[src/rtl/data_mem_responder.sv]
// ----------------------------------------------------------------------------
// data_mem_responder
// Word-addressed data memory for the MEM stage. It accepts one request at a
// time, answers with a single-cycle response strobe and raises mem_stall
// until that strobe so the pipeline holds.
//
// Parameters
//   DEPTH        number of 32-bit words (power of two, 2..256)
//   WAIT_CYCLES  extra response latency (0..15), only with DMEM_WAIT_STATES_EN
//
// Build option
//   DMEM_WAIT_STATES_EN  defined   : IDLE -> WAIT -> RESP, WAIT_CYCLES extra cycles
//                        undefined : IDLE -> RESP, response one cycle after capture
//
// Ports
//   clk, reset              single clock, synchronous active-high reset
//   req_valid/we/addr/wdata request (byte address, store data)
//   req_ready               high only in IDLE and not in reset (combinational)
//   resp_valid/rdata/err    registered one-cycle response; err = misaligned
//   mem_stall               req_valid & ~resp_valid (combinational)
// ----------------------------------------------------------------------------
module data_mem_responder #(
   parameter int unsigned DEPTH       = 32,
   parameter int unsigned WAIT_CYCLES = 2
) (
   input  logic        clk,
   input  logic        reset,
   input  logic        req_valid,
   input  logic        req_we,
   input  logic [31:0] req_addr,
   input  logic [31:0] req_wdata,
   output logic        req_ready,
   output logic        resp_valid,
   output logic [31:0] resp_rdata,
   output logic        resp_err,
   output logic        mem_stall
);

   localparam int unsigned AW = $clog2(DEPTH);
   localparam int unsigned CW = 4;

`ifdef DMEM_WAIT_STATES_EN
   typedef enum logic [1:0] {
      IDLE = 2'd0,
      WAIT = 2'd1,
      RESP = 2'd2
   } state_e;

   // A zero latency build behaves exactly like the build without WAIT
   localparam bit HAS_WAIT = (WAIT_CYCLES != 0);
`else
   typedef enum logic [0:0] {
      IDLE = 1'b0,
      RESP = 1'b1
   } state_e;
`endif

   state_e      state_q, state_d;
   logic        resp_valid_q, resp_valid_d;
   logic [31:0] resp_rdata_q, resp_rdata_d;
   logic        resp_err_q,   resp_err_d;
   logic [31:0] mem_q [DEPTH];
   logic [31:0] mem_d [DEPTH];

`ifdef DMEM_WAIT_STATES_EN
   logic [CW-1:0] cnt_q,       cnt_d;
   logic          cap_we_q,    cap_we_d;
   logic          cap_mis_q,   cap_mis_d;
   logic [AW-1:0] cap_idx_q,   cap_idx_d;
   logic [31:0]   cap_wdata_q, cap_wdata_d;
`else
   logic unused_wait_cfg;
   assign unused_wait_cfg = (WAIT_CYCLES > 32'd15);
`endif

   // Request decode: word index wraps modulo DEPTH, upper bits are dropped
   logic [AW-1:0] req_idx;
   logic          req_mis;
   logic          unused_addr_hi;

   assign req_idx        = req_addr[AW+1:2];
   assign req_mis        = |req_addr[1:0];
   assign unused_addr_hi = ^req_addr[31:AW+2];

   // The access that is performed on the edge entering RESP
   logic          acc_go;
   logic          acc_we;
   logic          acc_mis;
   logic [AW-1:0] acc_idx;
   logic [31:0]   acc_wdata;

   // Next-state, array commit and response generation
   always_comb begin
      state_d      = state_q;
      resp_valid_d = 1'b0;
      resp_rdata_d = 32'h0;
      resp_err_d   = 1'b0;
      mem_d        = mem_q;
      acc_go       = 1'b0;
      acc_we       = req_we;
      acc_mis      = req_mis;
      acc_idx      = req_idx;
      acc_wdata    = req_wdata;
`ifdef DMEM_WAIT_STATES_EN
      cnt_d        = cnt_q;
      cap_we_d     = cap_we_q;
      cap_mis_d    = cap_mis_q;
      cap_idx_d    = cap_idx_q;
      cap_wdata_d  = cap_wdata_q;
`endif

      case (state_q)
         IDLE: begin
            if (req_valid) begin
`ifdef DMEM_WAIT_STATES_EN
               if (HAS_WAIT) begin
                  state_d     = WAIT;
                  cnt_d       = CW'(WAIT_CYCLES - 1);
                  cap_we_d    = req_we;
                  cap_mis_d   = req_mis;
                  cap_idx_d   = req_idx;
                  cap_wdata_d = req_wdata;
               end else begin
                  state_d = RESP;
                  acc_go  = 1'b1;
               end
`else
               state_d = RESP;
               acc_go  = 1'b1;
`endif
            end
         end
`ifdef DMEM_WAIT_STATES_EN
         WAIT: begin
            // Request inputs are ignored here; the captured copy is used
            acc_we    = cap_we_q;
            acc_mis   = cap_mis_q;
            acc_idx   = cap_idx_q;
            acc_wdata = cap_wdata_q;
            if (cnt_q == CW'(0)) begin
               state_d = RESP;
               acc_go  = 1'b1;
            end else begin
               cnt_d = cnt_q - CW'(1);
            end
         end
`endif
         RESP: begin
            state_d = IDLE;
         end
         default: begin
            state_d = IDLE;
         end
      endcase

      // Store commits and load reads happen together on the RESP entry edge
      if (acc_go) begin
         resp_valid_d = 1'b1;
         resp_err_d   = acc_mis;
         if (!acc_mis) begin
            if (acc_we) begin
               mem_d[acc_idx] = acc_wdata;
            end else begin
               resp_rdata_d = mem_q[acc_idx];
            end
         end
      end
   end

   // State and storage registers; reset wins over everything
   always_ff @(posedge clk) begin
      if (reset) begin
         state_q      <= IDLE;
         resp_valid_q <= 1'b0;
         resp_rdata_q <= 32'h0;
         resp_err_q   <= 1'b0;
         mem_q        <= '{default: 32'h0};
`ifdef DMEM_WAIT_STATES_EN
         cnt_q        <= '0;
         cap_we_q     <= 1'b0;
         cap_mis_q    <= 1'b0;
         cap_idx_q    <= '0;
         cap_wdata_q  <= 32'h0;
`endif
      end else begin
         state_q      <= state_d;
         resp_valid_q <= resp_valid_d;
         resp_rdata_q <= resp_rdata_d;
         resp_err_q   <= resp_err_d;
         mem_q        <= mem_d;
`ifdef DMEM_WAIT_STATES_EN
         cnt_q        <= cnt_d;
         cap_we_q     <= cap_we_d;
         cap_mis_q    <= cap_mis_d;
         cap_idx_q    <= cap_idx_d;
         cap_wdata_q  <= cap_wdata_d;
`endif
      end
   end

   assign req_ready  = (state_q == IDLE) && !reset;
   assign mem_stall  = req_valid && !resp_valid_q;
   assign resp_valid = resp_valid_q;
   assign resp_rdata = resp_rdata_q;
   assign resp_err   = resp_err_q;

endmodule

[config.mk]
export PLATFORM = sky130hd
export DESIGN_NAME = data_mem_responder
export DESIGN_NICKNAME = d
export VERILOG_FILES = /design/src/rtl/data_mem_responder.sv
export SDC_FILE = /design/constraint.sdc
export NUM_CORES = 2
export LEC_CHECK = 0
export ABC_CLOCK_PERIOD_IN_PS = 1800
export BUFFER_PORTS_ARGS = -buffer_cell sky130_fd_sc_hd__buf_2
export CAP_MARGIN = 20
export CORE_MARGIN = 5
export CORE_UTILIZATION = 40
export DETAILED_ROUTE_END_ITERATION = 6
export HOLD_SLACK_MARGIN = 0.02
export PLACE_DENSITY_LB_ADDON = 0.1
export REMOVE_ABC_BUFFERS = 1
export SLEW_MARGIN = 5
export SYNTH_ARGS = -nofsm -noshare
export SYNTH_HDL_FRONTEND = slang
export SYNTH_SLANG_ARGS = --single-unit
[constraint.sdc]
create_clock -name clk -period 1.8 [get_ports clk]
set_clock_uncertainty 0.05 [all_clocks]
set_input_delay 0.27 -clock clk [delete_from_list [all_inputs] [get_ports clk]]
set_output_delay 0.27 -clock clk [all_outputs]
set_load 0.005 [all_outputs]
; ---- Word-level counts from Yosys, hierarchy flattened
; Cells that the tools add are included.
; Widths: inputs -> output; s select.
[totals]
ff_bits = 1059
in_bits = 68
out_inout_bits = 36
[classes]
n_lt_le_gt_ge = 2
n_mux = 10
bitwise_logic = 4
n_reduce_logical = 9
[op_table]
columns = op, n
row1 = $bwmux 1024, 1
row2 = $bmux 32 s5, 1
row3 = $demux 32 s5, 1
row4 = $mux 32, 3
row5 = $ge 6x6->1 const B, 1
row6 = $lt 6x1->1 const B, 1
row7 = $not 5->6, 1
row8 = $reduce_or 5->1, 1
row9 = $reduce_or 2->1, 2
row10 = $logic_and 1x1->1, 3
row11 = $mux 1, 3
row12 = $not 1->1, 3
row13 = $reduce_and 3->1, 1
row14 = $logic_not 1->1, 2
row15 = $pmux 1 s2, 1

; ---- Depth between registers and ports, before layout
[logic_depth]
word_depth = 6
mapped_depth = 8

; ---- Worst setup path before layout
; No wires, ideal clock.
[synth_timing]
kind = input to register
from = input req_addr[3]
to = register resp_rdata_q[0] (netlist: resp_rdata[0])
t_arrival_ns = 1.606
path_slack_ns = 0.011
stages = 7
path_buffers = 3
path_cell_list = buf_4 > buf_6 > clkbuf_1 > mux2i_1 > o22ai_1 > nor4_1 > a31oi_1
[synth_between]
elab_chain_cells = 4
[synth_lines]
columns = item, line
row1 = from (decl), 30  ; input logic [31:0] req_addr,
row2 = $not 5->6 (implied by the code), 164  ; resp_rdata_d = mem_q[acc_idx];
row3 = $bmux 32 s5, 164
row4 = $mux 32 (implied by the code) (2 in series), 164
row5 = to (signal assigned), 188  ; resp_rdata_q <= resp_rdata_d;
row6 = to (decl), 60  ; logic [31:0] resp_rdata_q, resp_rdata_d;
; No other way between the ends. The select of a mux whose other input is x is not followed.
; A chain may end at the register's enable or synchronous reset.

; ---- Worst setup path after layout
[layout_timing]
from = register state_q
to = register mem_q[12] (netlist name)
[layout_between]
elab_chain_cells = 2
[layout_lines]
columns = item, line
row1 = from (decl), 58  ; state_e state_q, state_d;
row2 = from (signal assigned), 186  ; state_q <= state_d;
row3 = $mux 1, 112  ; case (state_q)
row4 = $reduce_and 3->1 (no source line), n/a
row5 = to (signal assigned), 190  ; mem_q <= mem_d;
row6 = to (decl), 62  ; logic [31:0] mem_q [DEPTH];
; No other way between the ends.

==> qor.json <==
{
  "critical_path": {
    "path_common_cell": "sky130_fd_sc_hd__buf_12",
    "r2r_end": "mem_q[12]",
    "timing.critical_path.buf_inv": 4,
    "rr_worst_depth": 8,
    "end_kind": "register",
    "worst_path_dominant_cell_family": "buffers and inverters",
    "rr_startpoint": "state_q",
    "critical_path.max_stage_delay_ns": 0.38,
    "worst-path-stages": 8,
    "worstSetupStartpointType": "register",
    "crit_path_cell_trace": "buf_4, nand3b_4, buf_12, nor3_4, buf_12, clkbuf_16, nand2_1, a21oi_1",
    "reg2reg_setup_slack_ns": -0.09,
    "critPathRequiredTime_ns": 2.38,
    "cell_with_the_biggest_individual_delay_on_the_critical_path": "sky130_fd_sc_hd__dfxtp_4",
    "timing_worst_setup_path_type": "reg -> reg",
    "worst-endpoint-arrival_ns": 2.47,
    "worst-path-max-fanout": 13
  },
  "pwr": {
    "maximum_vdd_ir_drop_v": 0.000872,
    "total_power_mw": 50.8,
    "seq_power_share": 0.462,
    "power.share.clock": 0.482,
    "swShare": 0.236,
    "pwr-share-comb": 0.056,
    "total_switching_power_mw": 12.0,
    "p_per_area_nw_per_um2": 882,
    "cell_internal_pwr_mw": 38.8,
    "cellLeakagePower_nw": 20.5
  },
  "clock_network": {
    "clock_insertion_delay_worst_skew_ns": 0.73,
    "cts.htree.levels": 3,
    "cts.clk_slew.worst_paths_ns": 0.06,
    "clock_tree_from_tritoncts": "yes",
    "clock-sinks": 1058,
    "cts_made_buffers": 116,
    "cts.path.max_buffers": 3,
    "clock_tree.root_cell": "sky130_fd_sc_hd__clkbuf_16"
  },
  "placed_design": {
    "post-place-ws_ns": -0.967,
    "post-dp-hpwl_mm": 106,
    "place.port_buffers": 78,
    "routability_congestion": 0.847
  },
  "synth": {
    "share_of_the_synthesized_area_in_compound_gates_ao_oa_aoi_oai": 0.153,
    "post_synth_num_cell_types": 34,
    "synth-edff-count": 0,
    "ys_ff_latch": 1058,
    "synth_xor_xnor_area_share": 0,
    "post_synth_and_or_nand_nor_area_fraction": 0.204,
    "synth-adder-area-share": 0,
    "synth_area_um2": 45300,
    "yosys-mux-area-fraction": 0.113,
    "synth_top_flop_cell": "sky130_fd_sc_hd__dfxtp_1",
    "postSynth.asyncResetShare": 0,
    "sequential_area_share_after_synthesis": 0.467,
    "post_synth_inst_count": 5686,
    "synth_warnings": 0,
    "synth_top_family_by_area": "simple AND/OR/NAND/NOR gates",
    "syn_area_per_cell_um2": 7.97
  },
  "timing": {
    "setup_violating_endpoint_count_in_the_final_report": 215,
    "max_slew.worst_pin.slew_ns": 0.861,
    "rsz0062_at_grt": "yes",
    "drv_slew": 0,
    "layout_setup_ws_ns": -0.0939,
    "timing.final.crit_share": 1.05,
    "maxClockFrequency_mhz": 528,
    "slew_headroom": 0.426,
    "final_hold_viol_count": 0,
    "post-route-min-period_ns": 1.89
  },
  "min_path": {
    "holdCritPathClass": "in -> reg",
    "destination_of_the_worst_hold_path": "mem_q[80]",
    "hold_path_startpoint": "req_wdata[16]",
    "hold_path_depth": 4
  },
  "detailed_routing": {
    "drt-initial-drc-count": 4334,
    "detailedRoute.firstPassIterationCount": 5,
    "finalWirelength_mm": 188,
    "vias_per_cell": 5.57,
    "routedWlPerCell_um": 25.2,
    "drcViolationCount": 0,
    "antenna_left": 0,
    "total_number_of_vias": 41500
  },
  "final_layout": {
    "area_growth_pct": 27.0,
    "filler_cell_count": 10600,
    "design.final.nets": 5925,
    "share_of_cells_above_drive_strength_1": 0.194,
    "total_area_of_multi_input_combinational_cells_um2": 23100,
    "regArea_um2": 21200
  },
  "status": {
    "failed_checks": "setup timing",
    "status": "complete, but fails checks"
  },
  "die": {
    "fp.dieArea_um2": 120000,
    "placement_rows": 123,
    "initial_utilization": 0.403,
    "fp.coreArea_um2": 112000,
    "die-height_um": 347,
    "die_width_um": 347,
    "num_io_pins": 104
  },
  "grt": {
    "grt_antenna_before_repair": 3,
    "maximum_number_of_pins_on_one_net_before_global_route_repair": 132,
    "grt_overflow_total": 0,
    "gr-usage-all-layers": 0.280,
    "wire_length_of_the_first_global_routing_pass_mm": 257,
    "number_of_global_route_vias_before_repair": 37700
  },
  "run": {
    "max_cap_viol_count": 0
  }
}
layout by cell type, fill, tap and decap left out, types with 15 or more instances in the layout:
cell type	instances
sky130_fd_sc_hd__mux2i_1	512
sky130_fd_sc_hd__buf_2	79
sky130_fd_sc_hd__a21oi_1	866
sky130_fd_sc_hd__buf_12	161
sky130_fd_sc_hd__dfxtp_1	1057
sky130_fd_sc_hd__clkbuf_1	27
sky130_fd_sc_hd__dlygate4sd3_1	19
sky130_fd_sc_hd__clkbuf_8	38
sky130_fd_sc_hd__a31oi_1	19
sky130_fd_sc_hd__nor3_4	32
sky130_fd_sc_hd__nand3_2	32
sky130_fd_sc_hd__clkbuf_16	154
sky130_fd_sc_hd__nor2_1	66
sky130_fd_sc_hd__buf_6	15
sky130_fd_sc_hd__buf_16	17
sky130_fd_sc_hd__nand2_4	78
sky130_fd_sc_hd__nand2_2	31
sky130_fd_sc_hd__a21oi_2	158
sky130_fd_sc_hd__o22ai_1	256
sky130_fd_sc_hd__clkinv_2	16
sky130_fd_sc_hd__buf_4	268
sky130_fd_sc_hd__nand2_1	1940
power by group through the flow:
stage / clock [mW] / combinational, mW / sequential (mW)
final: 24.5 / 2.83 / 23.5
after global placement: 0 / 2.61 / 24.0
after floorplan: 0 / 0.488 / 24.0
after CTS: 24.8 / 2.66 / 23.5
after global routing: 25.8 / 2.90 / 23.4
after detailed placement: 0 / 2.61 / 24.0
timing repair:
item / in CTS / in global routing
gates resized for setup: 43 / 391
gates cloned: 10 / 40
hold buffers: 20 / 0
pin swaps: 10 / 155
setup endpoints to repair: 805 / 514
buffers inserted: 13 / 20
hold endpoints to repair: 411 / 0
worst max path at each step:
stage / startpoint / end
final: state_q / mem_q[12]
after global routing: state_q / mem_q[859]
after CTS: state_q / req_ready
after detailed placement: req_addr[2] / resp_rdata[4]
after global placement: req_addr[5] / resp_rdata[17]
after floorplan: req_addr[1] / mem_q[1000]
worst min-delay path: stages:
cell and delay [ns]:
sky130_fd_sc_hd__buf_2 0.10, sky130_fd_sc_hd__buf_4 0.26, sky130_fd_sc_hd__nand2_1 0.11, sky130_fd_sc_hd__a21oi_1 0.05
cells in the mapped netlist (all sizes together) (32+ instances only):
library cell | number | area (um2)
a21oi | 1024 | 5120
a31oi | 32 | 200
buf | 265 | 1770
clkbuf | 282 | 1060
dfxtp | 1058 | 21200
mux2i | 512 | 5120
nand2 | 2049 | 7690
nand3 | 33 | 178
nor2 | 67 | 251
nor3 | 34 | 522
nor4 | 32 | 200
o22ai | 256 | 1600
registers in the layout, summed over array words and instances, names as in the netlist:
name and flops:
state_q 1, mem_q 1024, resp_rdata 32, resp_err 1
cells by family after synthesis:
kind of cell | Yosys count
buf+inv | 548
flops | 1058
mux | 512
compound gates | 1312
simple gates | 2256
layer usage:
| layer | wire length [um] | global-route usage |
|---|---|---|
| met4 | 8080 | 0.0979 |
| met1 | 80800 | 0.392 |
| met5 | 0 | 0 |
| met3 | 14300 | 0.0440 |
| met2 | 84600 | 0.441 |
cell type report:
class / count / share of cell area
clock inverters: 27 / 0.00617
repair buffers: 600 / 0.129
inverters: 1 / 0.0000652
diodes: 3 / 0.000130
multi-input cells: 4080 / 0.402
flip-flops and latches: 1058 / 0.368
clock buffers: 183 / 0.0621
well taps: 1500 / 0.0326
metrics by stage:
stage                TNS, ns  cell area, um2  utilization  hold WS, ns  std cells
floorplan           -2784.45           42500            -        0.289       5139
global placement     -209.44           50100        0.445        0.390       7137
detailed placement   -218.44           50100        0.445        0.396       7142
CTS                  -0.0991           54900        0.488       0.0295       7394
global route          -19.01           57600        0.512       0.0838       7450
finish                 -6.68           57600        0.512       0.0758       7452
No activity file was read; power rests on OpenSTA's default activity.
